$ cat src/rtl/fpdiv_pkg.sv
// fpdiv_pkg: half-precision field constants, divider FSM states and a leading-zero counter
package fpdiv_pkg;
   localparam int EXP_W = 5;
   localparam int FRAC_W = 10;
   localparam int BIAS = 15;
   localparam int EXP_MAX = 31;
   localparam logic [9:0] SAT_FRAC = 10'h3FF;
   localparam int DIV_ITERS = 14;
   typedef enum logic [2:0] {IDLE, PRENORM, DIVIDE, ROUND, DONE} state_t;
   function automatic logic [3:0] lzc11(input logic [10:0] m);
      logic [3:0] n;
      n = 4'd11;
      for (int i = 0; i < 11; i++) if (m[i]) n = 4'(10 - i);
      return n;
   endfunction
endpackage

$ cat src/rtl/mant_divider.sv
// mant_divider: restoring mantissa divider, one quotient bit per step, MSB first
module mant_divider (
   input  logic        CLK,
   input  logic        RST,
   input  logic        load,
   input  logic        step,
   input  logic [10:0] d_in,
   input  logic [10:0] r_in,
   output logic [13:0] q,
   output logic [11:0] rem
);
   logic [10:0] r_d;
   logic        w_ge;
   logic [10:0] w_diff;
   assign w_ge = rem >= {1'b0, r_d};
   // both the difference and the unrestored remainder are below d, so 11 bits suffice
   assign w_diff = w_ge ? 11'(rem - {1'b0, r_d}) : rem[10:0];
   always_ff @(posedge CLK) begin
      if (RST) begin
         q <= '0;
         rem <= '0;
         r_d <= '0;
      end else if (load) begin
         q <= '0;
         rem <= {1'b0, r_in};
         r_d <= d_in;
      end else if (step) begin
         q <= {q[12:0], w_ge};
         rem <= {w_diff, 1'b0};
      end
   end
endmodule

$ cat src/rtl/fpdiv.sv
// fpdiv: iterative half-precision divider out = a / b with valid/ready handshakes
module fpdiv
   import fpdiv_pkg::*;
(
   input  logic        CLK,
   input  logic        RST,
   input  logic        in_valid,
   output logic        in_ready,
   input  logic [15:0] a,
   input  logic [15:0] b,
   output logic        out_valid,
   input  logic        out_ready,
   output logic [15:0] out,
   output logic        overflow,
   output logic        sub,
   output logic        div_zero
);
   state_t r_state, w_next;
   logic [EXP_W+FRAC_W:0] r_a, r_b;
   logic signed [7:0] r_e;
   logic [3:0] r_cnt;
   logic w_load, w_step;
   logic [13:0] w_q;
   logic [11:0] w_rem;
   logic [EXP_W-1:0] w_ea, w_eb;
   logic [FRAC_W:0] w_ma, w_mb, w_man, w_mbn;
   logic [3:0] w_lza, w_lzb;
   logic signed [7:0] w_e_pre, w_e1;
   logic [FRAC_W-1:0] w_frac0;
   logic w_g0, w_r0, w_s0, w_den, w_lost, w_s, w_rnd, w_sign;
   logic [7:0] w_sh, w_exp0, w_exp_f;
   logic [12:0] w_mant;
   logic [11:0] w_shifted, w_m;
   logic [17:0] w_sum;
   logic w_a_inf, w_b_inf, w_a_zero, w_b_zero, w_sat, w_dz;
   logic [15:0] w_res;
   assign in_ready = r_state == IDLE;
   assign out_valid = r_state == DONE;
   assign w_sign = r_a[15] ^ r_b[15];
   assign w_ea = r_a[14:10] == '0 ? 5'd1 : r_a[14:10];
   assign w_eb = r_b[14:10] == '0 ? 5'd1 : r_b[14:10];
   assign w_ma = {r_a[14:10] != '0, r_a[FRAC_W-1:0]};
   assign w_mb = {r_b[14:10] != '0, r_b[FRAC_W-1:0]};
   assign w_lza = lzc11(w_ma);
   assign w_lzb = lzc11(w_mb);
   assign w_man = w_ma << w_lza;
   assign w_mbn = w_mb << w_lzb;
   assign w_e_pre = {3'b0, w_ea} - {4'b0, w_lza} - {3'b0, w_eb} + {4'b0, w_lzb} + 8'(BIAS);
   mant_divider u_div (
      .CLK(CLK), .RST(RST), .load(w_load), .step(w_step),
      .d_in(w_mbn), .r_in(w_man), .q(w_q), .rem(w_rem)
   );
   // quotient lies in (0.5, 2): q[13] tells whether it needs one more left shift
   assign w_e1 = w_q[13] ? r_e : r_e - 8'sd1;
   assign w_frac0 = w_q[13] ? w_q[12:3] : w_q[11:2];
   assign w_g0 = w_q[13] ? w_q[2] : w_q[1];
   assign w_r0 = w_q[13] ? w_q[1] : w_q[0];
   assign w_s0 = (w_q[13] & w_q[0]) | (|w_rem);
   assign w_den = w_e1 < 8'sd1;
   assign w_sh = 8'(8'sd1 - w_e1);
   assign w_mant = {1'b1, w_frac0, w_g0, w_r0};
   assign w_shifted = 12'(w_mant >> w_sh);
   assign w_lost = |(w_mant & ~(13'h1FFF << w_sh));
   assign w_m = w_den ? w_shifted : w_mant[11:0];
   assign w_s = w_s0 | (w_den & w_lost);
   assign w_exp0 = w_den ? 8'd0 : w_e1;
   assign w_rnd = w_m[1] & (w_m[0] | w_s);
   // a carry out of the fraction ripples straight into the exponent field
   assign w_sum = {w_exp0, w_m[11:2]} + 18'(w_rnd);
   assign w_exp_f = w_sum[17:10];
   assign w_a_inf = r_a[14:10] == 5'(EXP_MAX);
   assign w_b_inf = r_b[14:10] == 5'(EXP_MAX);
   assign w_a_zero = r_a[14:0] == '0;
   assign w_b_zero = r_b[14:0] == '0;
   assign w_sat = w_a_inf | w_b_inf | w_b_zero | (w_exp_f >= 8'(EXP_MAX));
   assign w_dz = w_b_zero & ~w_a_inf & ~w_b_inf;
   assign w_res = w_sat ? {w_sign, 5'(EXP_MAX), SAT_FRAC} :
                  w_a_zero ? {w_sign, 15'b0} : {w_sign, w_sum[14:0]};
   always_comb begin
      w_next = r_state;
      w_load = 1'b0;
      w_step = 1'b0;
      case (r_state)
         IDLE:    w_next = in_valid ? PRENORM : IDLE;
         PRENORM: begin
            w_load = 1'b1;
            w_next = DIVIDE;
         end
         DIVIDE:  begin
            w_step = 1'b1;
            w_next = r_cnt == 4'(DIV_ITERS - 1) ? ROUND : DIVIDE;
         end
         ROUND:   w_next = DONE;
         DONE:    w_next = out_ready ? IDLE : DONE;
         default: w_next = IDLE;
      endcase
   end
   always_ff @(posedge CLK) r_state <= RST ? IDLE : w_next;
   always_ff @(posedge CLK) begin
      if (RST) begin
         r_a <= '0;
         r_b <= '0;
         r_e <= '0;
         r_cnt <= '0;
         out <= '0;
         overflow <= 1'b0;
         sub <= 1'b0;
         div_zero <= 1'b0;
      end else begin
         if (r_state == IDLE && in_valid) begin
            r_a <= a;
            r_b <= b;
         end
         if (r_state == PRENORM) begin
            r_e <= w_e_pre;
            r_cnt <= '0;
         end
         if (r_state == DIVIDE) r_cnt <= r_cnt + 4'd1;
         if (r_state == ROUND) begin
            out <= w_res;
            overflow <= w_res[14:10] == 5'(EXP_MAX);
            sub <= w_res[14:10] == '0;
            div_zero <= w_dz;
         end
      end
   end
endmodule

$ cat config.mk
export PLATFORM = sky130hd
export DESIGN_NAME = fpdiv
export DESIGN_NICKNAME = d
export VERILOG_FILES = /design/src/rtl/fpdiv_pkg.sv /design/src/rtl/mant_divider.sv /design/src/rtl/fpdiv.sv
export SDC_FILE = /design/constraint.sdc
export NUM_CORES = 1
export LEC_CHECK = 0
export ABC_AREA = 1
export ABC_CLOCK_PERIOD_IN_PS = 5700
export CAP_MARGIN = 20
export CORE_MARGIN = 4
export CORE_UTILIZATION = 45
export DETAILED_ROUTE_END_ITERATION = 8
export GPL_TIMING_DRIVEN = 0
export PLACE_DENSITY_LB_ADDON = 0.08
export SLEW_MARGIN = 20
export SYNTH_ARGS = -nofsm -noshare
export SYNTH_HDL_FRONTEND = slang
export SYNTH_SLANG_ARGS = --single-unit
$ cat constraint.sdc
create_clock -name CLK -period 5.7 [get_ports CLK]
set_clock_uncertainty 0.15 [all_clocks]
set_input_delay 1.14 -clock CLK [delete_from_list [all_inputs] [get_ports CLK]]
set_output_delay 1.14 -clock CLK [all_outputs]
set_load 0.02 [all_outputs]
======== Word level (Yosys, flattened, before mapping) ========
Index checks and enable logic that the tools add are counted.
word-level totals
  flip-flop bits (word level) ............. 103
  bits of input ports ..................... 36
  output and inout port bits .............. 21
  logic and storage cells ................. 110
cells by class
  add/sub/neg operators ................... 9
  magnitude comparators ................... 3
  eq/ne operators ......................... 8
  shift operators ......................... 4
  muxes and demuxes ....................... 43
  bitwise gates (word level) .............. 16
  reduce and logical (&&, ||, !) cells .... 14
operator list
  kind                                                count
  two-way mux 4 bit                                   22
  two-way mux 11 bit                                  3
  logical NOT 15 bit                                  2
  two-way mux 15 bit                                  2
  left shift 11 x 4 -> 11 bit                         2
  adder 18 x 1 -> 18 bit                              1
  two-way mux 8 bit                                   2
  == test 5 bit (second input constant)               3
  logical NOT 5 bit                                   3
  one-hot mux 3 bit (5 select lines)                  1
  bitwise AND 13 bit                                  1
  inverter 13 bit                                     1
  OR reduction 13 bit                                 1
  left shift 13 x 8 -> 13 bit (first input constant)  1
  >> shifter 13 x 8 -> 12 bit                         1
  >= comparator 12 x 11 -> 1 bit                      1
  two-way mux 12 bit                                  1
  OR reduction 12 bit                                 1
  subtractor 11 bit                                   1
  two-way mux 10 bit                                  1
  two-way mux 5 bit                                   2
  nonzero test 5 bit                                  2
  adder 7 x 5 -> 8 bit                                1
  adder 8 x 4 -> 8 bit (second input constant)        1
  other kinds (21)                                    40

======== Depth between registers and ports, before layout ========
Gate-level depths: netlist of the first run.
  word-level depth ........................ 16
  gate-level depth with buffers ........... 36
  mapped depth without buffers ............ 36

======== Modules after synthesis ========
From an unflattened synthesis of the first run, not the netlist that was laid out.
unflattened totals
  cells, all modules ...................... 1283
  area, all modules ....................... 7866.3 µm²
modules (own cells, without submodules)
  module        instances  cells each  area an instance (µm²)  seq. area each (µm²)
  fpdiv         1          945         5591.6                  1321.3
  mant_divider  1          338         2274.7                  740.7

======== Worst setup path before layout of the first run ========
OpenSTA, ideal clock, no wires.
  kind .................................... register to register
  start point ............................. register r_e[0]
  end point ............................... register out[8]
  library setup time ...................... 0.113 ns
  data arrival time ....................... 4.511 ns
  required time ........................... 5.437 ns
  setup slack ............................. 0.926 ns
  stages on the path, launching flop included .. 33
  buffers on the path ..................... 2
  clock period less this slack ............ 4.774 ns
  path through ............................ dfxtp_1 -> inv_1 -> ha_1 -> nand2_2 -> nand2_4 -> clkbuf_1 -> ha_1 -> nand3_1 -> nor2_1 -> nand2_1 -> nand2_1 -> nand3_2 -> nor2_4 -> buf_4 -> nand2_1 -> o21ai_0 -> nor2_1 -> o311ai_0 -> nand3_1 -> a31oi_1 -> ha_1 -> ha_1 -> inv_1 -> nor2_4 -> nand3_1 -> nand2_1 -> nand4_2 -> nor2_4 -> nand2_4 -> nor2_8 -> inv_2 -> o21ai_1 -> inv_1
on the way
  cells in the longest elaborated chain, start to end .. 15
  elaborated cells on any way between the ends .. 20
  classes of those cells .................. 3 x add/sub; 2 x order compare; 2 x shift; 5 x mux; 7 x bitwise; 1 x reduce/logical
RTL lines
  element                       RTL line      text
  start: declaration            fpdiv.sv:20   logic signed [7:0] r_e;
  start signal: assignment      fpdiv.sv:115  r_e <= w_e_pre;
  subtractor 8 x 2 -> 8 bit     fpdiv.sv:54   assign w_e1 = w_q[13] ? r_e : r_e - 8'sd1;
  two-way mux 8 bit (*)         fpdiv.sv:54
  subtractor 2 x 8 -> 8 bit     fpdiv.sv:60   assign w_sh = 8'(8'sd1 - w_e1);
  left shift 13 x 8 -> 13 bit   fpdiv.sv:63   assign w_lost = |(w_mant & ~(13'h1FFF << w_sh));
  inverter 13 bit               fpdiv.sv:63
  bitwise AND 13 bit            fpdiv.sv:63
  OR reduction 13 bit           fpdiv.sv:63
  bitwise AND 1 bit             fpdiv.sv:65   assign w_s = w_s0 | (w_den & w_lost);
  OR 1 bit                      fpdiv.sv:65
  OR 1 bit                      fpdiv.sv:67   assign w_rnd = w_m[1] & (w_m[0] | w_s);
  bitwise AND 1 bit             fpdiv.sv:67
  adder 18 x 1 -> 18 bit (*)    fpdiv.sv:69   assign w_sum = {w_exp0, w_m[11:2]} + 18'(w_rnd);
  >= comparator 8 x 5 -> 1 bit  fpdiv.sv:75   assign w_sat = w_a_inf | w_b_inf | w_b_zero | (w_exp_f >= 8'(EXP_MAX));
  OR 1 bit                      fpdiv.sv:75
  two-way mux 15 bit (*)        fpdiv.sv:77   assign w_res = w_sat ? {w_sign, 5'(EXP_MAX), SAT_FRAC} :
  end signal: assignment        fpdiv.sv:120  out <= w_res;
  end: declaration              fpdiv.sv:13   output logic [15:0] out,
Every way passes the cells marked *; elsewhere a longest branch is shown, timed or not.
A chain may end at the register's enable or synchronous reset.

======== Final worst setup path of the first run ========
  start point ............................. register r_e[0]
  end point ............................... register out[7]
The elaborated chain is that of the path after synthesis.

==> flow_summary.ini, run 1 <==
[cts]
postCtsHoldBufs = 0
cts_buffer_depth = 2
htreeDepth = 3
cts_buffers = 9
clk_pin_slew_ps = 80
clock_latency_ps = 360
clkSinkCount = 103
cts_tree = yes
clockRootBuffer = clkbuf_16
cts_setup_buffers = 0

[logic_synthesis]
synth_top_family_by_area = simple AND/OR/NAND/NOR gates
synth_edf_count = 0
synth-simple-area-share_pct = 29.3
yosysSeqAreaShare_pct = 27.3
syn_area_um2 = 7540
yosysUniqueCellTypes = 55
synth.area.mux_share_pct = 0
synth_adder_area_share_pct = 6.07
ys_warn_count = 0
synth_nets = 1253
synth_compound_area_share_pct = 23.7
async_reset_ff_share_pct = 0
syn_area_per_cell_um2 = 6.37
syn_inst = 1184
dominantRegCellSynth = dfxtp_1
synth_xor_area_share_pct = 1.39
yosys_register_bits = 103

[worst_setup_path]
crit_path_frequent_cell = nand2_1
cp_top_family = simple AND/OR/NAND/NOR gates
path_class = reg2reg
slowest_stage = dfxtp_2
cp.arrival_ps = 5370
slowest_delay_ps = 390
cp-end-kind = flip-flop
worst-path-buf-inv = 6
cp-start-kind = flip-flop
r2r_setup_slack_ps = 430
critPathMaxFanout = 10
required_ps = 5800

[route]
wl_per_cell_um = 14.7
vias = 7807
drc_errors = 0
viasPerCell = 5.30
final_antenna_net_count = 0
drt-initial-drc-count = 459
postRouteWirelength_um = 21600
drt-pass1-iter-count = 5

[pwr]
p_leak_nw = 3.61
p_total_w = 0.00351
p_per_area_nw_per_um2 = 405
ir_worst_vdd_mv = 0.216

[place]
place.gp.congestion = 0.973
dpl-instance-area_um2 = 8370
portBuffers = 55
dp.cells = 1459
dp_slack_ps = -142
place_hpwl_um = 17300

[grt]
grt_pass1_wl_um = 34900
globalRoute.totalOverflow = 0
grt_antenna_before_repair = 0
grt_pass1_vias = 7070
grt_max_degree = 21
grt.total_usage_pct = 23.2

[sta]
period_share_pct = 92.4
rsz0062_at_grt = no
hold_viol = 0
period_minus_slack_ps = 5270
finalSetupViolations = 0
finalWorstSetupSlack_ps = 434
relSlewSlack_pct = 38.6
tightest_slew_ps = 915
max_freq_ghz = 0.190
slew_viol_final = 0

[die]
pin_count = 57
die_w_um = 137
fp.dieH_um = 137
die-area_um2 = 18900
coreArea_um2 = 16500
start_util_pct = 45.7
rows = 47

[layout]
layout-drive-gt1-share_pct = 7.10
final.fill_count = 1737
fin_cells = 1474
syn_to_final_growth_pct = 15.0
diodes = 0
postLayoutCoreUtil_pct = 52.5
design_area_um2 = 8680
nets = 1318

[hold_path]
hold_path_class = reg2reg

[flow_run]
max_cap_violations = 0

[status]
status = completed
-- tightest hold or removal path, delay by kind of cell, from the launching register on --
family | cells | cell delay (ps)
compound gates | 1 | 50
simple gates | 1 | 60
flops | 1 | 310
-- cell families after synthesis --
group / after synthesis
fa+ha+maj: 33
xor+xnor: 12
compound gates: 316
flops: 103
buf+inv: 237
simple gates: 482
other cells: 1
-- Yosys cell counts, types with 2 or more instances --
master     count  area [um^2]
a211oi_1       7         52.6
or2_2          3         18.8
o32ai_1        3         26.3
fa_1           6          120
a21oi_1       94          470
nand2_1      232          871
nand2_4        2         22.5
o221ai_1       4         35.0
a2111oi_0      2         17.5
o21ai_0      137          686
o31ai_1        4         30.0
nand4_1       23          144
buf_4          3         22.5
nand3_2        3         30.0
nor3_1        11         55.1
o311ai_0       6         52.6
clkinv_1       4         15.0
xor2_1         7         61.3
buf_1          3         11.3
o21bai_1       6         45.0
nor3_2         3         30.0
inv_2         19         71.3
nor2_2         4         25.0
xnor2_1        5         43.8
clkbuf_1      40          150
o22ai_1        9         56.3
nor2_4        11          124
a31oi_1        5         31.3
inv_1        163          612
dfxtp_1      103         2060
ha_1          27          338
o21ai_1        6         30.0
buf_2          3         15.0
nand3b_1       3         22.5
nor2_1        91          342
nand3_1       74          370
o21a_1         2         15.0
o211ai_1      23          173
nor4_1         5         31.3
nand2_2       13         81.3
-- flip-flops by register name (all words and copies together), names as in the netlist --
register,flops
div_zero,1
out,16
overflow,1
r_a,16
r_b,16
r_cnt,4
r_e,8
r_state,3
sub,1
u_div.q,14
u_div.r_d,11
u_div.rem,12
-- area by class of cell --
cell class	count	area [um^2]	area share, %
multi-input combinational	844	4580	52.8
buffer	49	206	2.38
clock buffer	9	225	2.60
tap	220	275	3.17
sequential	103	2060	23.8
timing repair buffer	55	551	6.34
clock inverter	7	72.6	0.836
inverter	187	704	8.12
-- metal layers --
layer | GRT usage (%) | wire [um] | vias up
met3 | 3.18 | 920 | 46
li1 | - | - | 4080
met5 | 0 | 0 | -
met1 | 29.9 | 9760 | 3465
met2 | 39.5 | 10300 | 216
met4 | 8.48 | 693 | 0
-- worst paths after layout --
kind | from | endpoint | cells past startpoint
hold / removal | overflow | overflow | 2
hold reg to reg | overflow | overflow | 2
setup reg to reg | r_e[0] | out[7] | 34
setup / recovery | r_e[0] | out[7] | 34
-- power breakdown --
part           internal, W  leakage (nW)  switching [W]  total, W
Sequential        0.000781         0.842      0.0000529  0.000834
Combinational     0.000668          2.63        0.00139   0.00206
Clock             0.000310         0.143       0.000307  0.000617
-- per-stage QoR --
stage	hold slack, ps	setup TNS (ps)
after floorplan	285	0
final	317	0
after global routing	336	0
after detailed placement	308	-785
after CTS	319	0
after global placement	301	-1760
-- cell usage in the layout, fill, tap and decap left out, drive strengths merged, types with 2 or more instances in the layout --
master and count:
or2 4, nor3 14, a2111oi 2, nand3b 3
o32ai 3, o211ai 23, o311ai 6, o21ai 144
a31oi 5, ha 27, clkdlybuf4s50 55, clkinv 7
o221ai 4, a211oi 7, a21oi 94, nand4 24
fa 6, dfxtp 103, buf 10, o21bai 6
inv 186, nand2 247, nand3 77, clkbuf 48
nor4 5, o21a 2, o22ai 9, xnor2 5
xor2 7, o31ai 4, nor2 107
-- repair_timing --
| item | CTS | global route |
|---|---|---|
| endpoints found under the setup margin | 12 | 17 |
| gates resized for setup | 0 | 6 |
| gates cloned | 0 | 0 |
| hold endpoints to repair | 0 | 0 |
Power figures use the tool's default switching activity.
==> run 2, diff against run 1 <==
--- a/config.mk
+++ b/config.mk
@@ -5,11 +5,11 @@
 export SDC_FILE = /design/constraint.sdc
 export NUM_CORES = 1
 export LEC_CHECK = 0
-export ABC_AREA = 1
+export ABC_AREA = 0
 export ABC_CLOCK_PERIOD_IN_PS = 5700
 export CAP_MARGIN = 20
 export CORE_MARGIN = 4
-export CORE_UTILIZATION = 45
+export CORE_UTILIZATION = 35
 export DETAILED_ROUTE_END_ITERATION = 8
 export GPL_TIMING_DRIVEN = 0
 export PLACE_DENSITY_LB_ADDON = 0.08
==> flow_summary.ini, run 2 <==
[logic_synthesis]
synthTopCellsByCount = nand2_1, nor2_1, dfxtp_1, a21oi_1, clkbuf_1
syn_inst = 980
yosysUniqueCellTypes = 87
synth-simple-area-share_pct = 24.4
synth.area.mux_share_pct = 9.05
synth_most_common_cell = nand2_1
syn_area_um2 = 7530
synth_compound_area_share_pct = 22.3
syn_area_per_cell_um2 = 7.69
ys_warn_count = 0
dominantRegCellSynth = dfxtp_1
async_reset_ff_share_pct = 0
yosys_register_bits = 103
synth_adder_area_share_pct = 6.08
yosysSeqAreaShare_pct = 27.4
synth_top_area_cell = dfxtp_1
synth_edf_count = 0
synth_nets = 1049
synth_xor_area_share_pct = 4.98
synth_area_leaders = dfxtp_1, nand2_1, mux2i_1, a21oi_1, nor2_1
synth_top_cell_area_share_pct = 27.4
synth_top_family_by_area = simple AND/OR/NAND/NOR gates

[place]
place_hpwl_um = 16600
place.gp.congestion = 0.855
dp_slack_ps = -746
portBuffers = 55
dp.cells = 1310

[cts]
htreeDepth = 3
cts_buffers = 9
cts_buffer_depth = 2
clockRootBuffer = clkbuf_16
clk_pin_slew_ps = 70
cts_tree = yes
clkSinkCount = 103
clock_latency_ps = 350

[route]
vias = 6898
drt-pass1-iter-count = 4
viasPerCell = 5.19
postRouteWirelength_um = 21300
drt-initial-drc-count = 348
final_antenna_net_count = 0
wl_per_cell_um = 16.0
drc_errors = 0

[sta]
period_share_pct = 92.5
relSlewSlack_pct = 33.8
slew_viol_final = 0
holdWs_ps = 317
hold_viol = 0
finalWorstSetupSlack_ps = 426
period_minus_slack_ps = 5270
max_freq_ghz = 0.190
finalSetupViolations = 0
tightest_slew_ps = 983

[layout]
final.fill_count = 2258
diodes = 0
fin_cells = 1330
top_regs = out: 16 flops, r_a: 16 flops, r_b: 16 flops
layout-drive-gt1-share_pct = 10.2
nets = 1120
final_common_cell = nand2_1
syn_to_final_growth_pct = 17.8
mostFrequentLayoutCells = nand2_1, nor2_1, dfxtp_1

[hold_path]
hold_path_class = reg2reg

[pwr]
p_seq_share_pct = 26.4
p_per_area_nw_per_um2 = 349
power.share.clock_pct = 19.1
ir_worst_vdd_mv = 0.158
comb_power_share_pct = 54.6
p_total_w = 0.00310
internal-power_w = 0.00176
p_leak_nw = 3.35
power.share.switching_pct = 43.2
p_sw_w = 0.00134

[worst_setup_path]
cp-end-kind = flip-flop
critPathMaxFanout = 10
r2r_start = r_e[0]
required_ps = 5820
setup.worst_path.start = r_e[0]
cp.arrival_ps = 5390
cp-endpoint = out[6]
path_class = reg2reg
crit-reg2reg-capture = out[6]
reg2regPathDepth = 26
r2r_setup_slack_ps = 430
cp-start-kind = flip-flop

[grt]
grt.total_usage_pct = 17.7
grt_pass1_vias = 6439
grt_antenna_before_repair = 0
grt_max_degree = 17
grt_pass1_wl_um = 34300
globalRoute.totalOverflow = 0

[flow_run]
max_cap_violations = 0

[die]
die-area_um2 = 23900
rows = 53
die_w_um = 155
fp.dieH_um = 155
pin_count = 57
start_util_pct = 35.7
coreArea_um2 = 21100

[status]
status = completed
[run 2: metal layers]
layer	routed length [um]	part of all wire (%)	vias up	global-route usage, %
met3	641	3.0	19	2.88
met5	0	0	-	0
met1	10000	47	3186	23.1
li1	-	-	3595	-
met2	10300	48	98	30.6
met4	345	1.6	0	3.91
[run 2: cell type report]
class | instances | area (um^2) | share of cell area, %
Buffer | 58 | 267 | 3.00
Clock buffer | 11 | 243 | 2.74
Clock inverter | 4 | 30.0 | 0.338
Inverter | 42 | 161 | 1.82
Multi-Input combinational cell | 773 | 5150 | 58.0
Sequential cell | 103 | 2060 | 23.3
Tap cell | 275 | 344 | 3.88
Timing Repair Buffer | 64 | 618 | 6.97
[run 2: cells by family (layout without fill, tap and decap cells)]
group,count (synthesis),after routing
xor gates and xnor gates,37,37
muxes,65,65
AOI/OAI and AO/OA,248,248
other,1,1
and+or+nand+nor,389,389
adders and majority gates,33,33
buffers and inverters,104,179
DFF,103,103
[run 2: critical path: stages, from the launching register on]
cell	delay [ps]
dfxtp_2	390
buf_4	210
inv_4	100
ha_4	260
and4b_1	210
nor3_4	240
and4_4	260
mux2i_4	80
o21ai_4	230
buf_6	180
and2_1	150
nand2_1	90
o21ai_1	190
a32oi_1	70
a31oi_1	220
ha_1	210
ha_1	180
inv_1	80
nor4_4	380
buf_4	190
nand4_1	110
xor2_1	170
and2_1	160
and3_1	190
buf_6	130
buf_6	150
a211oi_2	180
[run 2: power by group through the flow]
stage                     clock (W)  combinational (W)  sequential [W]
after detailed placement          0            0.00158        0.000833
after global placement            0            0.00160        0.000833
after global routing       0.000642            0.00188        0.000825
after CTS                  0.000614            0.00160        0.000816
after floorplan                   0            0.00123        0.000823
final                      0.000590            0.00169        0.000817
[run 2: repair_timing]
action | in CTS | in global routing
hold buffers | 0 | 0
endpoints found under the setup margin | 17 | 17
pin swaps | 2 | 3
resized for setup | 7 | 17
setup buffers | 1 | 8
[run 2: worst min path at each step]
stage	startpoint	cells past startpoint	to	slack [ps]
global route	u_div.r_d[9]	2	u_div.r_d[9]	350
CTS	r_b[15]	2	r_b[15]	320
global placement	r_b[15]	2	r_b[15]	310
floorplan	u_div.r_d[9]	2	u_div.r_d[9]	290
detailed placement	r_b[15]	2	r_b[15]	310
finish	r_b[15]	2	r_b[15]	320
[run 2: metrics by stage]
stage | instance area, um^2 | setup TNS [ps] | util [%]
after global routing | 8870 | -2.67 | 42.1
after floorplan | 7530 | 0 | -
final | 8870 | 0 | 42.1
after detailed placement | 8430 | -11260 | 40.0
after CTS | 8740 | 0 | 41.4
after global placement | 8430 | -12310 | 40.0
==> run 3, diff against run 2 <==
--- a/config.mk
+++ b/config.mk
@@ -7,7 +7,6 @@
 export LEC_CHECK = 0
 export ABC_AREA = 0
 export ABC_CLOCK_PERIOD_IN_PS = 5700
-export CAP_MARGIN = 20
 export CORE_MARGIN = 4
 export CORE_UTILIZATION = 35
 export DETAILED_ROUTE_END_ITERATION = 8
==> results of run 3 <==
The final DEF is identical to that of run 2; final timing and power are the same.
